File: src/rtl/imm_gen_pipe_pkg.sv
// Shared opcode constants and immediate format codes for the immediate
// generator, issue and branch units.
package imm_gen_pipe_pkg;

    localparam logic [6:0] ItypeL = 7'b0000011;  // loads
    localparam logic [6:0] ItypeA = 7'b0010011;  // OP-IMM
    localparam logic [6:0] ItypeJ = 7'b1100111;  // JALR
    localparam logic [6:0] ItypeW = 7'b0011011;  // OP-IMM-32, RV64 only
    localparam logic [6:0] Stype  = 7'b0100011;
    localparam logic [6:0] Btype  = 7'b1100011;
    localparam logic [6:0] UtypeL = 7'b0110111;  // LUI
    localparam logic [6:0] UtypeU = 7'b0010111;  // AUIPC
    localparam logic [6:0] Jtype  = 7'b1101111;

    typedef enum logic [2:0] {
        IMM_NONE = 3'd0,
        IMM_I    = 3'd1,
        IMM_S    = 3'd2,
        IMM_B    = 3'd3,
        IMM_U    = 3'd4,
        IMM_J    = 3'd5
    } imm_type_e;

endpackage

File: src/rtl/imm_gen_pipe_decode.sv
// Combinational instruction -> {sign-extended immediate, format class}.
module imm_decode
    import imm_gen_pipe_pkg::*;
#(
    parameter int XLEN = 32
) (
    input  logic [31:0]     inst,
    output logic [XLEN-1:0] imm,
    output logic [2:0]      kind
);

    logic [31:0] imm32;

    always_comb begin
        imm32 = '0;
        kind  = IMM_NONE;
        unique case (inst[6:0])
            ItypeL, ItypeA, ItypeJ: begin
                imm32 = {{20{inst[31]}}, inst[31:20]};
                kind  = IMM_I;
            end
            ItypeW: begin
                if (XLEN == 64) begin
                    imm32 = {{20{inst[31]}}, inst[31:20]};
                    kind  = IMM_I;
                end
            end
            Stype: begin
                imm32 = {{20{inst[31]}}, inst[31:25], inst[11:7]};
                kind  = IMM_S;
            end
            Btype: begin
                imm32 = {{19{inst[31]}}, inst[31], inst[7], inst[30:25], inst[11:8], 1'b0};
                kind  = IMM_B;
            end
            UtypeL, UtypeU: begin
                imm32 = {inst[31:12], 12'b0};
                kind  = IMM_U;
            end
            Jtype: begin
                imm32 = {{11{inst[31]}}, inst[31], inst[19:12], inst[20], inst[30:21], 1'b0};
                kind  = IMM_J;
            end
            default: ;
        endcase
    end

    // Bit 31 of every 32-bit immediate already carries the sign, including U.
    always_comb begin
        imm       = {XLEN{imm32[31]}};
        imm[31:0] = imm32;
    end

endmodule

File: src/rtl/imm_gen_pipe.sv
// Registered immediate generator with 2-entry skid FIFO (1-cycle latency).
// Define IMM_GEN_TRACE_EN to print B/J results as they leave the block.
module imm_gen_pipe
    import imm_gen_pipe_pkg::*;
#(
    parameter int XLEN  = 32,
    parameter int TAG_W = 8
) (
    input  logic             clk,
    input  logic             rst,
    input  logic             flush,
    input  logic             in_valid,
    output logic             in_ready,
    input  logic [31:0]      inst,
    input  logic [XLEN-1:0]  pc,
    input  logic [TAG_W-1:0] tag_i,
    output logic             out_valid,
    input  logic             out_ready,
    output logic [XLEN-1:0]  imm_o,
    output logic [2:0]       imm_type,
    output logic [XLEN-1:0]  target_o,
    output logic [TAG_W-1:0] tag_o
);

    generate
        if (XLEN != 32 && XLEN != 64) begin : g_bad_xlen
            $error("imm_gen_pipe: XLEN must be 32 or 64");
        end
    endgenerate

    typedef struct packed {
        logic [XLEN-1:0]  imm;
        logic [2:0]       kind;
        logic [XLEN-1:0]  target;
        logic [TAG_W-1:0] tag;
    } entry_t;

    logic [XLEN-1:0] dec_imm;
    logic [2:0]      dec_kind;
    entry_t          wdata;
    entry_t          mem [2];
    logic            wr_ptr, rd_ptr;
    logic [1:0]      count;
    logic            push, pop;

    imm_decode #(.XLEN(XLEN)) u_decode (
        .inst (inst),
        .imm  (dec_imm),
        .kind (dec_kind)
    );

    always_comb begin
        wdata.imm    = dec_imm;
        wdata.kind   = dec_kind;
        wdata.target = pc + dec_imm;
        wdata.tag    = tag_i;
    end

    assign in_ready  = (count < 2'd2);
    assign out_valid = (count > 2'd0);
    assign push      = in_valid & in_ready & ~flush;
    assign pop       = out_valid & out_ready;

    // Entries are cleared on reset so the head reads zero afterwards.
    always_ff @(posedge clk) begin
        if (rst) begin
            mem[0] <= '0;
            mem[1] <= '0;
            wr_ptr <= 1'b0;
            rd_ptr <= 1'b0;
            count  <= 2'd0;
        end else if (flush) begin
            wr_ptr <= 1'b0;
            rd_ptr <= 1'b0;
            count  <= 2'd0;
        end else begin
            if (push) begin
                mem[wr_ptr] <= wdata;
                wr_ptr      <= ~wr_ptr;
            end
            if (pop) rd_ptr <= ~rd_ptr;
            count <= count + 2'(push) - 2'(pop);
        end
    end

    assign imm_o    = mem[rd_ptr].imm;
    assign imm_type = mem[rd_ptr].kind;
    assign target_o = mem[rd_ptr].target;
    assign tag_o    = mem[rd_ptr].tag;

`ifdef IMM_GEN_TRACE_EN
    always_ff @(posedge clk) begin
        if (!rst && pop && (imm_type == IMM_B || imm_type == IMM_J))
            $display("imm_branch : %h %h", imm_o, target_o);
    end
`endif

endmodule

File: config.mk
export PLATFORM = sky130hd
export DESIGN_NAME = imm_gen_pipe
export DESIGN_NICKNAME = d
export VERILOG_FILES = /design/src/rtl/imm_gen_pipe_pkg.sv /design/src/rtl/imm_gen_pipe_decode.sv /design/src/rtl/imm_gen_pipe.sv
export SDC_FILE = /design/constraint.sdc
export NUM_CORES = 1
export LEC_CHECK = 0
export CAP_MARGIN = 10
export CORE_ASPECT_RATIO = 1.75
export CORE_MARGIN = 2
export CORE_UTILIZATION = 50
export CTS_BUF_LIST = sky130_fd_sc_hd__clkbuf_16
export DETAILED_ROUTE_END_ITERATION = 12
export PLACE_DENSITY = 0.8
export REMOVE_ABC_BUFFERS = 1
export SYNTH_ARGS = -nofsm -noshare
export SYNTH_HDL_FRONTEND = slang
export SYNTH_SLANG_ARGS = --single-unit
File: constraint.sdc
create_clock -name clk -period 7.08 [get_ports clk]
set_clock_uncertainty 0.2 [all_clocks]
set_input_delay 1.416 -clock clk [delete_from_list [all_inputs] [get_ports clk]]
set_output_delay 1.416 -clock clk [all_outputs]
set_load 0.1 [all_outputs]
==> flow_metrics.tcl, run 1 <==
set metrics [dict create \
    clock_sinks 155 \
    hold_viol_final 0 \
    clk_latency_ps 430 \
    final_min_period_over_clock_period 0.7836 \
    die_h_um 178.9 \
    numPortBuffers 153 \
    setup_tns_final_ps 0 \
    layout-area-overhead-vs-synth_pct 26.47 \
    power_leakage_nw 4.335 \
    core_area_mm2 0.01730 \
    postSynth.topFlopCell "edfxtp_1" \
    vdd.ir_drop.worst_mv 0.1238 \
    cap_violations 0 \
    max-clock-path-buffers 2 \
    std_cell_rows 64 \
    relSlewSlack 0.2465 \
    grt_util_all_layers 0.2362 \
    floorplan.initialDensity 0.5053 \
    critPathLaunchType "input pin" \
    wl_um 22220 \
    power_per_cell_area_mw_per_mm2 225.5 \
    min-delay-path-class "reg -> reg" \
    wire_length_of_the_first_global_routing_pass_um 33910 \
    share_of_layout_cells_above_drive_strength_1 0.1479 \
    cts.reportedPaths.clkPinSlew_ps 70 \
    setup_viol 0 \
    syn-instance-count 790 \
    synth_cell_type_count 60 \
    vias_per_cell 5.741 \
    die_w_um 103.9 \
    drc_errors 0 \
    gp_routability_congestion 0.9324 \
    type_of_the_worst_setup_path "in -> reg" \
    starting_drc_count_in_detailed_routing 348 \
    drtAntennaViolNets 0 \
    htree_levels 4 \
    timing.final.crit_period_ps 5548 \
    timing.critical_path.to_type "flop" \
    overflow 0 \
    synth_edf_count 150 \
    drt_pass1_iterations 5 \
    path_max_fanout 20 \
    dieArea_mm2 0.01859 \
    timing_worst_slew_pin_value_ps 1130 \
    cts_setup_buffers 0 \
    routed-via-count 6728 \
    timing.critical_path.required_ps 7160 \
    worst_hold_slack_ps 341.9 \
    cts_hold_repair_buffers 0 \
    cp_data_arrival_time_ps 5630 \
    pre_cts_slack_ps 1167 \
    async_flop_share 0 \
    synth_seq_area_share 0.5268 \
    post_synth.cell_area_avg_um2 11.06 \
    timing.final.ws_setup_ps 1532 \
    detail_route.wl_per_cell_um 18.96 \
    ys_ff_latch 155 \
    nNetsFinal 1038 \
    post_cts_sizing 0 \
    grt_antenna_before_repair 0 \
    cts_inserted_buffers 17 \
    grt_pass1_vias 6808 \
    synth_area_mm2 0.008740 \
    filler_cell_count 1364 \
    grt_setup_unrepaired "no" \
    synth_warnings 0 \
    clk_root_buffer_cell "clkbuf_16" \
    slew_viol_final 0 \
    result_of_the_run "completed" \
    achievable-frequency_mhz 180.3 \
    dp.final_hpwl_um 15640 \
    tritoncts "done" \
    io_pins 154 \
    grt_start_max_net_pins 76 \
]
cell usage in the layout (no fill, tap or decap), types with 5 or more instances in the layout:
master / n
clkdlybuf4s50_1: 153
nor3_2: 5
o21ai_0: 14
and3_1: 14
edfxtp_1: 150
and2_1: 33
xnor2_1: 16
nor3_1: 19
or2_2: 5
ha_1: 33
nand2_1: 36
nor2b_1: 5
nor3b_1: 7
a21oi_1: 50
o21bai_1: 5
clkbuf_16: 17
buf_4: 6
a21o_1: 16
xor2_1: 9
nor2_1: 115
mux2_2: 75
inv_6: 5
inv_1: 37
nand4_1: 14
o21a_1: 12
nand3_1: 10
a31oi_1: 8
flip-flops by register name, summed over array words and instances (netlist names), named ones only:
name    count
mem       150
count       2
rd_ptr      1
wr_ptr      1
Yosys cell counts, types with 5 or more instances:
cell,number,share of area
edfxtp_1,150,0.52
nor2_1,115,0.049
mux2_2,75,0.097
a21oi_1,50,0.029
inv_1,37,0.016
nand2_1,36,0.015
and2_1,33,0.024
ha_1,33,0.047
clkbuf_1,29,0.012
nor3_1,20,0.011
a21o_1,16,0.014
xnor2_1,16,0.016
and3_1,14,0.010
nand4_1,14,0.010
o21ai_0,14,0.0080
o21a_1,12,0.010
nand3_1,10,0.0057
xor2_1,9,0.0090
a31oi_1,8,0.0057
nor3b_1,7,0.0060
buf_1,6,0.0026
o21bai_1,6,0.0052
buf_2,5,0.0029
dfxtp_1,5,0.011
nor2b_1,5,0.0036
or2_2,5,0.0036
or3_1,5,0.0036
power breakdown:
part           internal [mW]  switching (mW)  leakage [nW]
combinational          0.155           0.376          2.43
clock                  0.496           0.399         0.283
sequential              1.05          0.0139          1.62
stage by stage:
step                utilization  area [µm²]  cells  power, mW
floorplan                     -        8576    749      1.457
global placement         0.6053       10470   1139      1.611
detailed placement       0.6053       10470   1139      1.616
CTS                      0.6389       11050   1171      2.499
global route             0.6389       11050   1171      2.558
finish                   0.6390       11050   1172      2.492
final timing paths:
kind                                                  to  slack, ps                 from  depth (start not counted)
worst max-delay path            mem[1][39]$_SDFFCE_PN0P_       1530              inst[2]                         15
worst max register to register  mem[0][55]$_SDFFCE_PN0P_       4300  count[1]$_SDFF_PP0_                          4
worst min register to register                      flop        340  rd_ptr$_SDFFE_PP0P_                          2
worst min-delay path                                flop        340  rd_ptr$_SDFFE_PP0P_                          2
metal layers:
layer / track usage / routed length [µm] / vias to the layer above
met3: 0.03562 / 886 / 73
li1: - / - / 3158
met5: 0 / 0 / -
met1: 0.2629 / 8401 / 3243
met4: 0.1436 / 1172 / 0
met2: 0.4254 / 11760 / 254
cell families (layout without fill, tap and decap cells):
group | count (synthesis) | in the layout | share of synthesized area
AND/OR/NAND/NOR | 280 | 280 | 0.1592
flip-flops | 155 | 155 | 0.5268
AO/OA/AOI/OAI | 143 | 143 | 0.1081
buffers and inverters | 78 | 228 | 0.03464
multiplexers | 75 | 75 | 0.09664
adder cells (fa/ha/maj) | 34 | 34 | 0.04954
XOR/XNOR | 25 | 25 | 0.02505
other | 0 | 1 | 0
final cells by class:
type	count	area [µm²]	area share
sequential	155	4608	0.4169
tap	231	289.0	0.02615
timing repair buffer	159	1577	0.1426
inverter	37	138.9	0.01257
clock inverter	15	155.1	0.01404
clock buffer	17	425.4	0.03849
antenna	1	2.502	0.0002264
multi-input combinational	557	3857	0.3490
worst max-delay path: stages:
cell and delay (ps):
clkdlybuf4s50_1 630, nor2b_1 120, a2111oi_2 280, o21a_1 530, and2_1 460, a21oi_1 170, inv_1 120, ha_1 310
a21oi_1 310, o21bai_1 100, a21oi_1 350, a21o_1 180, a31oi_1 50, or4_1 520, o21ai_1 80
Note: power is estimated with default switching activity, not from simulation.
==> run 2: changes to the inputs <==
- clock period: 7.08 -> 5.2 ns (I/O delays scaled with it)
==> run 2 against run 1 <==
Compared with the run above:
- die area did not move
- non-clock buffer count up 19
- register-to-register slack lost 1700 ps
- sequential share of layout area shrank 0.82 points
- critical path type unchanged
- flip-flop and latch count is the same
- critical path depth fell by 1
- critical endpoint unchanged
- largest cell class unchanged
==> flow_metrics.tcl, run 2 (synthesized netlist as in run 1, its figures left out) <==
set metrics [dict create \
    layout-area-overhead-vs-synth_pct 29.02 \
    n_antenna_cell 0 \
    power_per_cell_area_mw_per_mm2 311.7 \
    drc_errors 0 \
    layout_utilization 0.6519 \
    grt_start_max_net_pins 76 \
    timing.final.ws_setup_ps 385.3 \
    max-clock-path-buffers 2 \
    cts_hold_repair_buffers 0 \
    achievable-frequency_mhz 207.7 \
    gp_routability_congestion 0.9693 \
    cp_data_arrival_time_ps 4910 \
    critPathLaunchType "input pin" \
    min-delay-path-class "reg -> reg" \
    cts_inserted_buffers 17 \
    relSlewSlack 0.2386 \
    grt_util_all_layers 0.2533 \
    timing.final.crit_period_ps 4815 \
    worst_hold_slack_ps 339.7 \
    timing.critical_path.required_ps 5290 \
    clk_latency_ps 440 \
    cap_violations 0 \
    clk_root_buffer_cell "clkbuf_16" \
    multi_input_comb_area_mm2 0.003862 \
    core_area_mm2 0.01730 \
    grt_setup_unrepaired "no" \
    drt_pass1_iterations 5 \
    vias_per_cell 5.710 \
    timing_worst_slew_pin_value_ps 1142 \
    pre_cts_slack_ps -9.293 \
    grt_pass1_vias 6941 \
    layout.cells.most_common "clkdlybuf4s50_1" \
    io_pins 154 \
    cts.reportedPaths.clkPinSlew_ps 60 \
    clock_sinks 155 \
    r2r-start "count[1]$_SDFF_PP0_" \
    timing.critical_path.to_type "flop" \
    type_of_the_worst_setup_path "in -> reg" \
    wire_length_of_the_first_global_routing_pass_um 36070 \
    overflow 0 \
    most-common-layout-cells "clkdlybuf4s50_1 (152), edfxtp_1 (150), nor2_1 (115)" \
    power_leakage_nw 4.448 \
    cp-startpoint "inst[2]" \
    path_max_fanout 9 \
    floorplan.initialDensity 0.5053 \
    final_min_period_over_clock_period 0.9259 \
    final_cells 1190 \
    die_h_um 178.9 \
    grt_antenna_before_repair 0 \
    reg_top3 "mem (150), count (2)" \
    routed-via-count 6795 \
    starting_drc_count_in_detailed_routing 452 \
    nNetsFinal 1057 \
    largest_reg_flops 150 \
    slew_viol_final 0 \
    final-seq-area_mm2 0.004608 \
    numPortBuffers 153 \
    drtAntennaViolNets 0 \
    dpl.cell_count 1158 \
    result_of_the_run "completed" \
    hold_viol_final 0 \
    worst_hold_startpoint "rd_ptr$_SDFFE_PP0P_" \
    wl_um 23260 \
    dp.final_hpwl_um 16530 \
    setup_viol 0 \
    share_of_layout_cells_above_drive_strength_1 0.1658 \
    largest_register "mem" \
    std_cell_rows 64 \
    htree_levels 4 \
    filler_cell_count 1341 \
    die_w_um 103.9 \
    dieArea_mm2 0.01859 \
    detail_route.wl_per_cell_um 19.55 \
    finalPower_mw 3.515 \
    tritoncts "done" \
    vdd.ir_drop.worst_mv 0.1995 \
]
==> run 2: cell count changes in the layout (fill, tap and decap cells not counted), sizes merged <==
cell	delta
clkinvlp	+3
diode	-1
inv	-4
buf	+20
bufinv	+3
clkinv	-2
clkdlybuf4s50	-1
==> run 2: layout make-up <==
class	instances	share of cell area
inverter	37	0.01232
clock buffer	17	0.03773
multi-input combinational	557	0.3425
sequential	155	0.4087
clock inverter	15	0.01753
tap	231	0.02563
timing repair buffer	178	0.1556
==> run 2: repair_timing <==
| action | CTS | global route |
|---|---|---|
| setup endpoints to repair | 0 | 1 |
| setup buffers | 0 | 0 |
| hold endpoints to repair | 0 | 0 |
| resized for setup | 0 | 1 |
==> run 2: critical path, cell delays in order <==
cell             delay (ps)
clkdlybuf4s50_1         540
or3_1                   390
or2_2                   280
a21oi_1                 270
a22oi_1                 170
inv_1                    90
ha_1                    280
a21o_1                  190
a21oi_2                 230
a311oi_1                180
o21ai_1                 410
a31oi_1                 200
or4_1                   540
o21ai_1                  90
==> run 2: stage by stage <==
stage          setup TNS (ps)  area (µm²)
2_1_floorplan          -28950        8576
3_3_place_gp                0       10650
3_5_place_dp           -15.27       10650
4_1_cts                     0       11270
5_1_grt                     0       11280
6_report                    0       11280
==> run 2: worst paths after layout <==
path	end	slack, ps	cells after the start
worst max-delay path	mem[1][39]$_SDFFCE_PN0P_	390	14
worst min-delay path	flop	340	2
worst max register to register	mem[0][39]$_SDFFCE_PN0P_	2580	5
worst min register to register	flop	340	2
==> run 2: report_power, final <==
| group | internal, mW | leakage [nW] | switching [mW] | total [mW] |
|---|---|---|---|---|
| clock network | 0.802 | 0.295 | 0.525 | 1.33 |
| registers | 1.43 | 1.62 | 0.0178 | 1.45 |
| logic | 0.218 | 2.54 | 0.518 | 0.736 |
| total | 2.45 | 4.45 | 1.06 | 3.51 |
==> run 2: layer usage <==
metal / vias to the layer above / GRT usage / wire, µm / part of all wire
li1: 3200 / - / - / -
met1: 3260 / 0.2734 / 8579 / 0.37
met2: 278 / 0.4690 / 12450 / 0.54
met3: 57 / 0.05125 / 1248 / 0.054
met4: 0 / 0.1278 / 983 / 0.042
met5: - / 0 / 0 / 0
